[config.mk]
export PLATFORM = sky130hd
export DESIGN_NAME = uart_rx_ovs
export DESIGN_NICKNAME = d
export VERILOG_FILES = /design/src/rtl/uart_pkg.sv /design/src/rtl/uart_sample_tick.sv /design/src/rtl/uart_rx_ovs.sv
export SDC_FILE = /design/constraint.sdc
export NUM_CORES = 1
export LEC_CHECK = 0
export ABC_CLOCK_PERIOD_IN_PS = 4300
export CAP_MARGIN = 25
export CORE_MARGIN = 3
export CORE_UTILIZATION = 45
export DETAILED_ROUTE_END_ITERATION = 16
export MAX_ROUTING_LAYER = met4
export PLACE_DENSITY = 0.75
export SETUP_SLACK_MARGIN = 0.5
export SLEW_MARGIN = 20
export SYNTH_ARGS = -nofsm -noshare
export SYNTH_HDL_FRONTEND = slang
export SYNTH_HIERARCHICAL = 1
export SYNTH_SLANG_ARGS = --single-unit
export TNS_END_PERCENT = 5
[constraint.sdc]
create_clock -name i_rx_clk -period 4.3 [get_ports i_rx_clk]
set_clock_uncertainty 0.05 [all_clocks]
set_input_delay 0.86 -clock i_rx_clk [delete_from_list [all_inputs] [get_ports i_rx_clk]]
set_output_delay 0.86 -clock i_rx_clk [all_outputs]
set_load 0.1 [all_outputs]
[src/rtl/uart_pkg.sv]
// Shared types for the oversampling UART receiver.
// State encoding, parity modes and the parity check helper.
package uart_pkg;

  typedef enum logic [2:0] {
    ST_IDLE,
    ST_START,
    ST_DATA,
    ST_PARITY,
    ST_STOP,
    ST_BREAK_WAIT
  } rx_state_t;

  localparam int PARITY_NONE = 0;
  localparam int PARITY_EVEN = 1;
  localparam int PARITY_ODD  = 2;

  // xr is the XOR of the received data bits
  function automatic logic parity_err(
    input int   mode,
    input logic pbit,
    input logic xr
  );
    if (mode == PARITY_ODD) return pbit == xr;
    return pbit != xr;
  endfunction

endpackage

[src/rtl/uart_sample_tick.sv]
// Free-running prescaler producing one sample tick
// every PRESCALE clocks.
module uart_sample_tick #(
  parameter int PRESCALE = 4
) (
  input  logic clk,
  input  logic rst_n,
  output logic tick
);

  localparam int W = (PRESCALE > 1) ? $clog2(PRESCALE) : 1;
  localparam logic [W-1:0] LAST = W'(PRESCALE - 1);

  logic [W-1:0] cnt;

  always_ff @(posedge clk or negedge rst_n) begin
    if (!rst_n) begin
      cnt <= '0;
    end else if (cnt == LAST) begin
      cnt <= '0;
    end else begin
      cnt <= cnt + W'(1);
    end
  end

  assign tick = (cnt == LAST);

endmodule

[src/rtl/uart_rx_ovs.sv]
// Oversampling UART receiver with parity, stop-bit
// and break detection.
module uart_rx_ovs
  import uart_pkg::*;
#(
  parameter int DATA_BITS   = 8,
  parameter int PARITY_MODE = 0,
  parameter int STOP_BITS   = 1,
  parameter int OVERSAMPLE  = 16,
  parameter int PRESCALE    = 4
) (
  input  logic                 i_rx_clk,
  input  logic                 i_rx_rst,
  input  logic                 i_rx_serial,
  input  logic                 i_rx_enable,
  output logic [DATA_BITS-1:0] o_rx_data,
  output logic                 o_rx_data_valid,
  output logic                 o_rx_parity_error,
  output logic                 o_rx_frame_error,
  output logic                 o_rx_break,
  output logic                 o_rx_busy
);

  localparam int CW = $clog2(OVERSAMPLE);
  localparam logic [CW-1:0] HALF = CW'(OVERSAMPLE / 2 - 1);
  localparam logic [CW-1:0] FULL = CW'(OVERSAMPLE - 1);
  localparam logic [3:0] DLAST = 4'(DATA_BITS - 1);
  localparam logic [3:0] SLAST = 4'(STOP_BITS - 1);
  localparam bit HAS_PAR = (PARITY_MODE != PARITY_NONE);

  rx_state_t state, state_n;

  logic [1:0]           sync;
  logic                 rx_s;
  logic                 rx_q;
  logic                 fall;
  logic                 tick;
  logic                 samp;
  logic [CW-1:0]        cnt;
  logic [3:0]           bit_idx;
  logic [DATA_BITS-1:0] shreg;
  logic                 par_bit;
  logic                 stop_err;
  logic                 stop_one;
  logic                 brk_frame;
  logic                 fin;
  logic                 done;
  logic                 brk_hit;

  uart_sample_tick #(
    .PRESCALE(PRESCALE)
  ) u_tick (
    .clk  (i_rx_clk),
    .rst_n(i_rx_rst),
    .tick (tick)
  );

  assign rx_s = sync[1];
  assign fall = rx_q & ~rx_s;

  // all-zero frame including the stop sample now on the line
  assign brk_frame = (shreg == '0)
                   && (!HAS_PAR || !par_bit)
                   && !stop_one && !rx_s;

  always_comb begin
    samp = 1'b0;
    if (tick) begin
      unique case (state)
        ST_START:  samp = (cnt == HALF);
        ST_DATA,
        ST_PARITY,
        ST_STOP:   samp = (cnt == FULL);
        default:   samp = 1'b0;
      endcase
    end
  end

  always_ff @(posedge i_rx_clk or negedge i_rx_rst) begin
    if (!i_rx_rst) begin
      state <= ST_IDLE;
    end else begin
      state <= state_n;
    end
  end

  always_comb begin
    state_n = state;
    unique case (state)
      ST_IDLE: begin
        if (i_rx_enable && fall) state_n = ST_START;
      end
      ST_START: begin
        if (!i_rx_enable) state_n = ST_IDLE;
        else if (samp)
          state_n = rx_s ? ST_IDLE : ST_DATA;
      end
      ST_DATA: begin
        if (!i_rx_enable) state_n = ST_IDLE;
        else if (samp && bit_idx == DLAST)
          state_n = HAS_PAR ? ST_PARITY : ST_STOP;
      end
      ST_PARITY: begin
        if (!i_rx_enable) state_n = ST_IDLE;
        else if (samp) state_n = ST_STOP;
      end
      ST_STOP: begin
        if (!i_rx_enable) state_n = ST_IDLE;
        else if (samp && bit_idx == SLAST)
          state_n = brk_frame ? ST_BREAK_WAIT : ST_IDLE;
      end
      ST_BREAK_WAIT: begin
        if (!i_rx_enable || rx_s) state_n = ST_IDLE;
      end
      default: state_n = ST_IDLE;
    endcase
  end

  always_comb begin
    o_rx_busy = (state != ST_IDLE);
    fin       = (state == ST_STOP) && i_rx_enable
              && samp && (bit_idx == SLAST);
    done      = fin && !brk_frame;
    brk_hit   = fin && brk_frame;
  end

  always_ff @(posedge i_rx_clk or negedge i_rx_rst) begin
    if (!i_rx_rst) begin
      sync              <= 2'b11;
      rx_q              <= 1'b1;
      cnt               <= '0;
      bit_idx           <= '0;
      shreg             <= '0;
      par_bit           <= 1'b0;
      stop_err          <= 1'b0;
      stop_one          <= 1'b0;
      o_rx_data         <= '0;
      o_rx_data_valid   <= 1'b0;
      o_rx_parity_error <= 1'b0;
      o_rx_frame_error  <= 1'b0;
      o_rx_break        <= 1'b0;
    end else begin
      sync            <= {sync[0], i_rx_serial};
      rx_q            <= rx_s;
      o_rx_data_valid <= done;
      o_rx_break      <= brk_hit;

      if (state == ST_IDLE || samp) cnt <= '0;
      else if (tick) cnt <= cnt + CW'(1);

      if (state_n != state) bit_idx <= '0;
      else if (samp) bit_idx <= bit_idx + 4'd1;

      if (state == ST_DATA && samp)
        shreg <= {rx_s, shreg[DATA_BITS-1:1]};

      if (state == ST_PARITY && samp)
        par_bit <= rx_s;

      if (state != ST_STOP) begin
        stop_err <= 1'b0;
        stop_one <= 1'b0;
      end else if (samp) begin
        stop_err <= stop_err | ~rx_s;
        stop_one <= stop_one | rx_s;
      end

      if (done) begin
        o_rx_data        <= shreg;
        o_rx_frame_error <= stop_err | ~rx_s;
        o_rx_parity_error <= HAS_PAR
          ? parity_err(PARITY_MODE, par_bit, ^shreg)
          : 1'b0;
      end
    end
  end

endmodule

==> results.ini <==
[setup_path]
crit_family = buffers and inverters
worstReg2RegStart = state[1]
worst_setup_path_start_kind = flop
ff2ff_path_depth = 5
criticalPathCategory = flop to output pin
cp_num_cells = 3
r2r-end = o_rx_data[2]
crit_path_max_incr_delay_ps = 990
path_cells = nor3_1 > inv_1 > clkdlybuf4s50_1
critical_path.startpoint = state[1]
endpoint = o_rx_busy
crit_fanout = 16
crit_path_top_delay_cell = clkdlybuf4s50_1
end_kind = output pin
regToRegSetupSlack_ps = 1960
cp.arrival_ps = 2430
cp.required_ps = 3390
crit_buf_inv = 2

[sta]
rsz0062_at_grt = no
fmax_ghz = 0.300
drv_slew = 0
min_period_ps = 3340
worst_pin_slew_ps = 971
finalHoldViolCount = 0
relSlewSlack_pct = 35.0
whs_ps = 314
setup_viol = 0
setup_ws_ps = 962
fin_crit_sh_pct = 77.6
fin_tns_setup_ps = 0

[cells_and_area]
multi_input_area_um2 = 756
fillers = 309
fin_area_um2 = 2030
area_growth_pct = 16.2
nets = 177
regArea_um2 = 930
antennaDiodeCount = 0
drive_gt1_share_pct = 19.4

[detailed_routing]
wire_per_inst_um = 15.6
wirelength_um = 3360
drcViolationCount = 0
drt-vias-per-instance = 5.63
vias = 1215
drt_iter0_drc = 50
ant_nets = 0
dr.pass1.iters = 4

[floorplan]
start_util_pct = 49.5
core_area_um2 = 3520
fp.dieH_um = 68.2
dieArea_um2 = 4660
rows = 21
io_pins = 17
fp.dieW_um = 68.2

[logic_synthesis]
syn-num-nets = 162
syn_area_um2 = 1740
yosysTopAreaCell = dfrtp_1
ys_seq_area_share_pct = 53.3
synth_most_common_cell = dfrtp_1
yosys_warnings = 6
synthTopCellsByArea = dfrtp_1, mux2_2, dfstp_2, nor2_1, ha_1
synth-edff-count = 0
avgSynthCellArea_um2 = 11.3
netlist_top_cells_count = dfrtp_1, mux2_2, nor2_1
async_flop_share_pct = 100
yosys_most_used_dff = dfrtp_1
synthCells = 154
ys_ff_latch = 37
yosysUniqueCellTypes = 41
yosysTopAreaCellShare_pct = 48.8

[run]
drv_cap = 0

[placement]
port_buffers = 15
place_ws_ps = 1300
gp_congestion = 0.740
place_area_um2 = 1910
dp_hpwl_um = 2260

[pwr]
leakagePower_nw = 0.931
vdd_drop_max_mv = 0.316
powerDensity_nw_per_um2 = 381

[status]
status = finished clean

[grt]
gr-total-overflow = 0
grt_pass1_vias = 1233
antenna_found_initial = 0
grtUsageTotal_pct = 18.1
grt_max_degree = 38
grt_pass1_wl_um = 5820

[clocking]
worst_skew_pair.late_latency_ps = 290
cts.sinks = 37
postCtsSetupRepairBufs = 0
cts_max_path_buffers = 2
numCtsBuffers = 5
cts.repair.resized = 0
hold_buffers = 0
htreeDepth = 2
cts_tree = yes
cts_root_buf = clkbuf_8
clk_pin_slew_ps = 80

[worst_hold_path]
hold_path.class = flop to flop

-- cells in the final DEF (no fill, tap or decap), types with 2 or more instances in the layout --
| cell | Yosys | routed |
|---|---|---|
| a21oi_1 | 7 | 7 |
| and3_1 | 4 | 4 |
| and3b_1 | 2 | 2 |
| clkbuf_8 | 0 | 5 |
| clkdlybuf4s50_1 | 0 | 14 |
| dfrtp_1 | 34 | 34 |
| dfstp_2 | 3 | 3 |
| ha_1 | 4 | 4 |
| inv_1 | 6 | 6 |
| mux2_2 | 18 | 18 |
| nand2_1 | 8 | 8 |
| nand2b_1 | 2 | 2 |
| nand3_1 | 4 | 4 |
| nand4_1 | 2 | 2 |
| nor2_1 | 14 | 14 |
| nor3_1 | 5 | 5 |
| nor3b_1 | 4 | 4 |
| nor4_1 | 2 | 2 |
| o21ai_0 | 4 | 4 |
| o31ai_1 | 2 | 2 |
| xnor2_1 | 2 | 2 |
| xor2_1 | 2 | 2 |
-- power by group --
group	internal, mW	total (mW)	switching, mW
clock network	0.174	0.305	0.132
logic	0.0254	0.0927	0.0673
registers	0.356	0.373	0.0165
-- sequential cells by signal (all words and copies together), names as in the netlist --
name              cells
o_rx_frame_error      1
u_tick/cnt            2
stop_one              1
state                 3
sync                  2
cnt                   4
shreg                 8
o_rx_data_valid       1
stop_err              1
o_rx_data             8
rx_q                  1
bit_idx               4
o_rx_break            1
-- stage by stage --
step,instances,utilization (%),power (mW)
floorplan,154,-,0.445
global placement,208,54.3,0.465
detailed placement,208,54.3,0.472
CTS,216,57.5,0.781
global route,216,57.5,0.805
finish,216,57.5,0.771
-- per-layer routing --
layer  GRT usage, %  vias up  wire length [um]
li1               -      575                 -
met1           21.2      605              1540
met2           28.3       30              1650
met3           6.08        5               135
met4           8.19        0                39
met5              -        -                 0
-- worst min path at each step --
stage | depth (start not counted) | slack (ps) | start | end
floorplan | 0 | 300 | sync[0] | sync[1]
global placement | 0 | 300 | sync[0] | sync[1]
detailed placement | 0 | 310 | sync[0] | sync[1]
CTS | 0 | 320 | sync[0] | sync[1]
global route | 0 | 320 | sync[0] | sync[1]
finish | 0 | 310 | sync[0] | sync[1]
-- logic make-up (layout without fill, tap and decap cells) --
logic type | Yosys count | in the layout | synth area share [%]
AND/OR/NAND/NOR | 55 | 55 | 18.4
flip-flops | 37 | 37 | 53.3
AO/OA/AOI/OAI | 21 | 21 | 7.61
multiplexers | 19 | 19 | 12.2
buffers and inverters | 13 | 29 | 3.30
adder cells (fa/ha/maj) | 4 | 4 | 2.87
XOR/XNOR | 4 | 4 | 2.01
other | 1 | 1 | 0.215
-- area by class of cell --
| type | count | area share (%) |
|---|---|---|
| sequential | 37 | 45.9 |
| multi-input combinational | 104 | 37.3 |
| timing repair buffer | 15 | 7.16 |
| clock buffer | 5 | 3.40 |
| tap | 46 | 2.84 |
| clock inverter | 3 | 2.29 |
| inverter | 6 | 1.11 |
-- worst reg2reg max path, cell delays in order (launching register included) --
cell	delay, ps
dfrtp_1	550
nor4bb_1	420
o31a_2	360
and3_1	280
nand4_4	230
mux2_2	350
No activity file was read; power rests on OpenSTA's default activity.
